==> src/rtl/atmega_pcint.sv <==
// rtl/atmega_pcint.sv - pin-change interrupt controller for one 8-bit PIO group
//
// Synchronizes the port pins, detects qualifying edges on masked pins, latches
// a pending flag plus a snapshot of the pins, and requests an interrupt.
//
// Ports:
//   rst      async active-high reset
//   clk      rising-edge clock
//   addr     I/O bus address
//   wr, rd   single-cycle write strobe / read strobe
//   bus_in   write data
//   bus_out  combinational read data (0 unless a mapped register is read)
//   io_in    asynchronous pin levels
//   int_req  level interrupt request (PCIE & PCIF)
//   int_ack  one-cycle vector-fetch acknowledge, clears PCIF
`timescale 1ns/1ps
module atmega_pcint #(
  parameter int          BUS_ADDR_IO_LEN = 16,
  parameter int          PCICR_ADDR      = 0,
  parameter int          PCIFR_ADDR      = 1,
  parameter int          PCMSK_ADDR      = 2,
  parameter int          PCEDG_ADDR      = 3,
  parameter int          PCCAP_ADDR      = 4,
  parameter logic [7:0]  PINMASK         = 8'hFF
) (
  input  logic                       rst,
  input  logic                       clk,
  input  logic [BUS_ADDR_IO_LEN-1:0] addr,
  input  logic                       wr,
  input  logic                       rd,
  input  logic [7:0]                 bus_in,
  output logic [7:0]                 bus_out,
  input  logic [7:0]                 io_in,
  output logic                       int_req,
  input  logic                       int_ack
);

  localparam logic [BUS_ADDR_IO_LEN-1:0] L_PCICR = BUS_ADDR_IO_LEN'(PCICR_ADDR);
  localparam logic [BUS_ADDR_IO_LEN-1:0] L_PCIFR = BUS_ADDR_IO_LEN'(PCIFR_ADDR);
  localparam logic [BUS_ADDR_IO_LEN-1:0] L_PCMSK = BUS_ADDR_IO_LEN'(PCMSK_ADDR);
  localparam logic [BUS_ADDR_IO_LEN-1:0] L_PCEDG = BUS_ADDR_IO_LEN'(PCEDG_ADDR);
  localparam logic [BUS_ADDR_IO_LEN-1:0] L_PCCAP = BUS_ADDR_IO_LEN'(PCCAP_ADDR);

  typedef enum logic {IDLE = 1'b0, PEND = 1'b1} state_t;

  state_t     r_state;
  logic       r_pcie;
  logic [7:0] r_pcmsk;
  logic [7:0] r_pcedg;
  logic [7:0] r_pccap;
  logic [7:0] r_s1;
  logic [7:0] r_s2;
  logic [7:0] r_prev;
  logic [1:0] r_arm_cnt;
  logic       r_armed;

  logic [7:0] w_edge;
  logic       w_hit;
  logic       w_clr;

  // Two-flop synchronizer plus one history stage for change detection.
  always_ff @(posedge clk or posedge rst) begin
    if (rst) begin
      r_s1   <= 8'h00;
      r_s2   <= 8'h00;
      r_prev <= 8'h00;
    end else begin
      r_s1   <= io_in;
      r_s2   <= r_s1;
      r_prev <= r_s2;
    end
  end

  // Detection stays off until the pipeline holds real pin samples, so the
  // zero reset contents cannot masquerade as an edge.
  always_ff @(posedge clk or posedge rst) begin
    if (rst) begin
      r_arm_cnt <= 2'd0;
      r_armed   <= 1'b0;
    end else if (!r_armed) begin
      if (r_arm_cnt == 2'd2) r_armed <= 1'b1;
      else                   r_arm_cnt <= r_arm_cnt + 2'd1;
    end
  end

  assign w_edge = {8{r_armed}} & PINMASK & r_pcmsk & (r_s2 ^ r_prev) & (~r_pcedg | r_s2);
  assign w_hit  = |w_edge;
  assign w_clr  = int_ack | (wr & (addr == L_PCIFR) & bus_in[0]);

  // Configuration registers.
  always_ff @(posedge clk or posedge rst) begin
    if (rst) begin
      r_pcie  <= 1'b0;
      r_pcmsk <= 8'h00;
      r_pcedg <= 8'h00;
    end else if (wr) begin
      if (addr == L_PCICR) r_pcie  <= bus_in[0];
      if (addr == L_PCMSK) r_pcmsk <= bus_in & PINMASK;
      if (addr == L_PCEDG) r_pcedg <= bus_in & PINMASK;
    end
  end

  // Flag FSM. A hit beats a simultaneous clear; a hit while already pending
  // keeps the first snapshot unless the same cycle also clears it.
  always_ff @(posedge clk or posedge rst) begin
    if (rst) begin
      r_state <= IDLE;
      r_pccap <= 8'h00;
    end else begin
      case (r_state)
        IDLE: begin
          if (w_hit) begin
            r_state <= PEND;
            r_pccap <= r_s2 & PINMASK;
          end
        end
        PEND: begin
          if (w_hit && w_clr) r_pccap <= r_s2 & PINMASK;
          else if (w_clr)     r_state <= IDLE;
        end
        default: r_state <= IDLE;
      endcase
    end
  end

  assign int_req = r_pcie & (r_state == PEND);

  always_comb begin
    bus_out = 8'h00;
    if (rd && !rst) begin
      case (addr)
        L_PCICR: bus_out = {7'b0, r_pcie};
        L_PCIFR: bus_out = {7'b0, r_state == PEND};
        L_PCMSK: bus_out = r_pcmsk;
        L_PCEDG: bus_out = r_pcedg;
        L_PCCAP: bus_out = r_pccap;
        default: bus_out = 8'h00;
      endcase
    end
  end

endmodule

==> config.mk <==
export PLATFORM = sky130hd
export DESIGN_NAME = atmega_pcint
export DESIGN_NICKNAME = d
export VERILOG_FILES = /design/src/rtl/atmega_pcint.sv
export SDC_FILE = /design/constraint.sdc
export NUM_CORES = 1
export LEC_CHECK = 0
export CORE_AREA = 5 5 73 75
export CTS_BUF_LIST = sky130_fd_sc_hd__clkbuf_4 sky130_fd_sc_hd__clkbuf_8
export DETAILED_ROUTE_END_ITERATION = 8
export DIE_AREA = 0 0 78 80
export PLACE_DENSITY = 0.77
export SLEW_MARGIN = 20
export SYNTH_ARGS = -nofsm -noshare
export SYNTH_HDL_FRONTEND = slang
export SYNTH_SLANG_ARGS = --single-unit
==> constraint.sdc <==
create_clock -name clk -period 3.85 [get_ports clk]
set_input_delay 0.77 -clock clk [delete_from_list [all_inputs] [get_ports clk]]
set_output_delay 0.77 -clock clk [all_outputs]
set_load 0.01 [all_outputs]
### Word level (Yosys, flattened, before mapping)

Cells that the tools add are included.
W data, S select, Z words.

| cells by class | value |
|---|---|
| add/subtract/negate cells | 1 |
| equality and inequality tests | 7 |
| multiplexer cells | 11 |
| bitwise operators | 13 |
| reduce and logical (&&, ||, !) cells | 10 |

Operators with widths:

| kind | number |
|---|---|
| $pmux W8 S5 | 1 |
| $eq A16 B2 Y1 const B | 2 |
| $and A8 B8 Y8 | 3 |
| $mux W8 | 3 |
| $eq A16 B1 Y1 const B | 1 |
| $eq A16 B3 Y1 const B | 1 |
| $logic_not A16 Y1 | 1 |
| $pmux W8 S2 | 1 |
| $reduce_and A2 Y1 | 5 |
| $not A8 Y8 | 1 |
| $or A8 B8 Y8 | 1 |
| $reduce_or A8 Y1 | 1 |
| $xor A8 B8 Y8 | 1 |
| $mux W1 | 5 |
| $and A1 B1 Y1 | 3 |
| $not A1 Y1 | 3 |
| $add A2 B1 Y2 const B | 1 |
| $eq A2 B2 Y1 const B | 1 |
| $logic_and A1 B1 Y1 | 2 |
| $ne A2 B1 Y1 const B | 1 |
| $ne A2 B2 Y1 const B | 1 |
| $pmux W1 S2 | 1 |
| $logic_not A1 Y1 | 1 |
| $or A1 B1 Y1 | 1 |

| storage, ports and cells | value |
|---|---|
| flip-flop bits (word level) | 53 |
| output and inout port bits | 9 |
| word-level logic and storage cells | 52 |

### Longest topological paths before layout

| depth | value |
|---|---|
| word-level depth | 7 |
| gate-level depth with buffers | 7 |
| mapped depth without buffers | 5 |

### Least setup slack after synthesis

Ideal clock, no wire load.

| path | value |
|---|---|
| kind | in2out |
| start point | input rst |
| end point | output bus_out[1] |
| arrival | 2.727 ns |
| required time | 3.080 ns |
| slack | 0.353 ns |
| cell stages on the path | 3 |
| path buffers | 0 |
| cells stage by stage | inv_1 -> o211ai_1 -> a21oi_1 |

| on the way | value |
|---|---|
| longest elaborated chain between the ends | 3 |

RTL lines:

| what | line | source |
|---|---|---|
| start: declaration | 26 | `input logic rst,` |
| $logic_not A1 Y1 | 130 | `if (rd && !rst) begin` |
| $logic_and A1 B1 Y1 | 130 |  |
| $mux W8 | 130 |  |
| end: declaration | 32 | `output logic [7:0] bus_out,` |

Every way passes these cells.

### Worst setup path in the final report

| path | value |
|---|---|
| start point | input addr[14] |
| end point | output bus_out[0] |

| on the way | value |
|---|---|
| longest elaborated chain between the ends | 3 |
| elaborated cells between the ends (all ways) | 7 |

RTL lines:

| what | line | source |
|---|---|---|
| start: declaration | 28 | `input logic [BUS_ADDR_IO_LEN-1:0] addr,` |
| $eq A16 B3 Y1 (tied with other cells) | 131 | `case (addr)` |
| $pmux W8 S5 (*) | 131 |  |
| $mux W8 (*) | 130 |  |

Mark *: on every way between the ends. The rest lies on a longest branch, timed or not.

==> impl_metrics.csv <==
group,metric,value,unit
run_status,status,"complete, no violations",
floorplan,die_w,78,µm
drt,viasPerCell,5.620,
placement,hpwl,3.281,mm
worst_setup_path,worstSetupPathType,"in -> out",
hold_path,min_path_cells,0,
floorplan,rows,25,
floorplan,io_pins,46,
timing,period_minus_slack,3.661,ns
drt,ant_nets,0,
drt,dr.pass1.iters,5,
synth,synth_compound_area_share,8.371,%
worst_setup_path,max_stage_delay,0.55,ns
floorplan,die_area,0.006240,mm²
power_and_ir_drop,vdd_drop_max,0.0002706,V
power_and_ir_drop,powerDensity,324.8,mW/mm²
worst_setup_path,worstPathArrival,2.89,ns
timing,hold_viol,0,
cells_and_area,multiInputGateArea,865.8,µm²
grt,antenna_found_initial,0,
clock_tree,cts_buffer_depth,2,
drt,num_vias,1540,
floorplan,die_height,80,µm
clock_tree,tritoncts,"built",
run,drv_cap,0,
synth,synth_top_family_by_area,"simple AND/OR/NAND/NOR gates",
drt,drt_iter0_drc,107,
placement,place_area,0.002798,mm²
placement,gp_congestion,0.7792,
clock_tree,cts-root-buf,"clkbuf_8",
worst_setup_path,crit_slowest_cell,"clkdlybuf4s50_1",
synth,synthCells,163,
drt,wire_per_inst,16.23,µm
power_and_ir_drop,leakagePower,1.406,nW
timing,post-route-period-util,95.08,%
clock_tree,clock_sinks,53,
worst_setup_path,crit_family,"buffers and inverters",
synth,synth-simple-area-share,15.06,%
grt,grt_max_degree,54,
worst_setup_path,crit_path_max_fanout,8,
floorplan,core,0.004598,mm²
clock_tree,htreeDepth,2,
clock_tree,clk_pin_slew,0.09,ns
worst_setup_path,end_kind,"primary output",
synth,seq_area_frac_synth,59.55,%
synth,syn-num-nets,201,
drt,drc,0,
synth,synth.yosys.warnings,0,
grt,grt_pass1_vias,1579,
synth,synthXorXnorAreaFrac,0.3933,%
synth,muxShareOfSynthArea,14.49,%
timing,max_slew.worst_pin.slew,0.6321,ns
grt,gr-total-overflow,0,
timing,fin_tns_setup,0,ns
worst_setup_path,cp.buffers_inverters,4,
worst_setup_path,r2r_cells,5,
timing,clock.fmax,273.2,MHz
cells_and_area,register_area,0.001326,mm²
drt,drt-total-wl,4.446,mm
worst_setup_path,cp_cell_sequence,"clkdlybuf4s50_1 > nor4_4 > and4_1 > buf_4 > o211ai_1 > buf_4 > nor2_1 > clkdlybuf4s50_1",
clock_tree,hold_buffers,0,
cells_and_area,final_nets,257,
timing,setup_viol,0,
cells_and_area,num_antenna_cells,0,
cells_and_area,area_delta_synth_final,30.28,%
worst_setup_path,required,3.08,ns
clock_tree,clock_latency,0.30,ns
worst_setup_path,path_depth,8,
timing,final-max-slew-violation-count,0,
placement,port_buffers,45,
synth,synth.avg_cell_area,13.66,µm²
synth,synth_adder_area_share,0.5618,%
timing,relSlewSlack,57.86,%
grt,grt_pass1_wl,7.424,mm
hold_path,min_path_type,"reg -> reg",
synth,synth-seq-cells,53,
synth,synth_area,0.002227,mm²
grt,grt_usage,15.53,%
cells_and_area,design_area,0.002902,mm²
cells_and_area,fillers,362,
cells_and_area,drive_gt1_share,22.27,%
timing,rsz0062_at_grt,"false",
floorplan,start_util,48.44,%
timing,finClkSkew,0.008212,ns
clock_tree,cts_made_buffers,5,
worst_setup_path,startpoint_type,"input port",
synth,synth_cell_types,37,
stage by stage:
stage	hold WS (ns)	utilization, %	power [mW]	setup slack (ns)	instances
global route	0.3663	63.10	0.9827	0.02763	274
global placement	0.3329	60.84	0.6563	0.1093	266
finish	0.3468	63.10	0.9424	0.1895	274
CTS	0.3476	62.72	0.9558	0.08392	274
floorplan	0.3312	-	0.6071	0.3531	163
detailed placement	0.3347	60.84	0.6574	0.09454	266
where the power goes:
group,internal [mW],switching (mW),total [mW],leakage (nW)
clock network,0.126,0.172,0.297,0.0439
logic,0.0411,0.0256,0.0668,0.687
registers,0.570,0.00780,0.578,0.674
registers in the layout, summed over array words and instances (netlist names):
name and flops:
r_pccap 8, r_arm_cnt 2, r_pcedg 8, r_armed 1
r_prev 8, r_s2 8, r_s1 8, r_pcmsk 8
r_state 1, r_pcie 1
layout make-up:
type                       instances  area share (%)
clock buffer                       5           2.372
multi-input combinational        102           29.84
timing repair buffer              53           18.63
sequential                        53           45.71
tap                               54           2.329
clock inverter                     3          0.6037
inverter                           4          0.5175
kinds of logic after synthesis:
family | after synthesis
buffers and inverters | 8
AND/OR/NAND/NOR | 47
AO/OA/AOI/OAI | 27
adder cells (fa/ha/maj) | 1
XOR/XNOR | 1
flip-flops | 53
multiplexers | 26
Yosys cell counts, drive strengths merged:
cell type,instances,area (µm²)
dfrtp,53,1326
mux2,26,322.8
nor2,9,33.78
o21ai,9,48.80
nor3b,7,63.81
nand2,6,30.03
nor2b,6,37.54
a21oi,5,25.02
a222oi,4,40.04
a22oi,4,30.03
buf,4,20.02
inv,4,15.01
nand4,4,37.53
nor4,3,48.80
and2,2,12.52
and4,2,17.52
nand2b,2,12.51
nor3,2,10.01
a221oi,1,8.760
a31oi,1,6.260
and3,1,6.260
and4b,1,10.01
ha,1,12.51
nand3,1,5.000
nor4bb,1,10.01
o211ai,1,7.510
o21ba,1,10.01
o32a,1,10.01
xnor2,1,8.760
routing by layer:
layer | GRT usage [%] | up-vias | wire (µm)
met5 | 0 | - | 0
met4 | 6.419 | 0 | 130
met3 | 4.740 | 13 | 291
met2 | 24.29 | 55 | 2107
met1 | 20.06 | 766 | 1916
li1 | - | 706 | -
placed cells by master, fill, tap and decap left out, types with 3 or more instances in the layout:
master            n
buf_4             7
nand2_1           5
nor2_1            9
a22oi_1           4
a21oi_1           5
dfrtp_1          53
mux2_2           16
clkbuf_8          5
dlymetal6s2s_1    7
nor2b_1           6
clkdlybuf4s50_1  38
nor3b_1           6
mux2_4            8
o21ai_0           8
a222oi_1          4
inv_1             3
path summary, 6_finish.rpt:
path,startpoint,to,slack (ns)
max,addr[14],bus_out[0],0.19
min,r_s1[3]$_DFF_PP0_,r_s2[3]$_DFF_PP0_,0.35
max reg2reg,r_s2[0]$_DFF_PP0_,r_pccap[4]$_DFFE_PP0P_,1.90
min reg2reg,r_s1[3]$_DFF_PP0_,r_s2[3]$_DFF_PP0_,0.35
max in group asynchronous,rst,r_pccap[4]$_DFFE_PP0P_,2.42
min in group asynchronous,rst,r_pccap[6]$_DFFE_PP0P_,1.00
timing repair:
item,CTS,global route
endpoints found under the setup margin,0,6
buffers inserted,0,0
gates resized for setup,0,7
No activity file was read; power rests on OpenSTA's default activity.
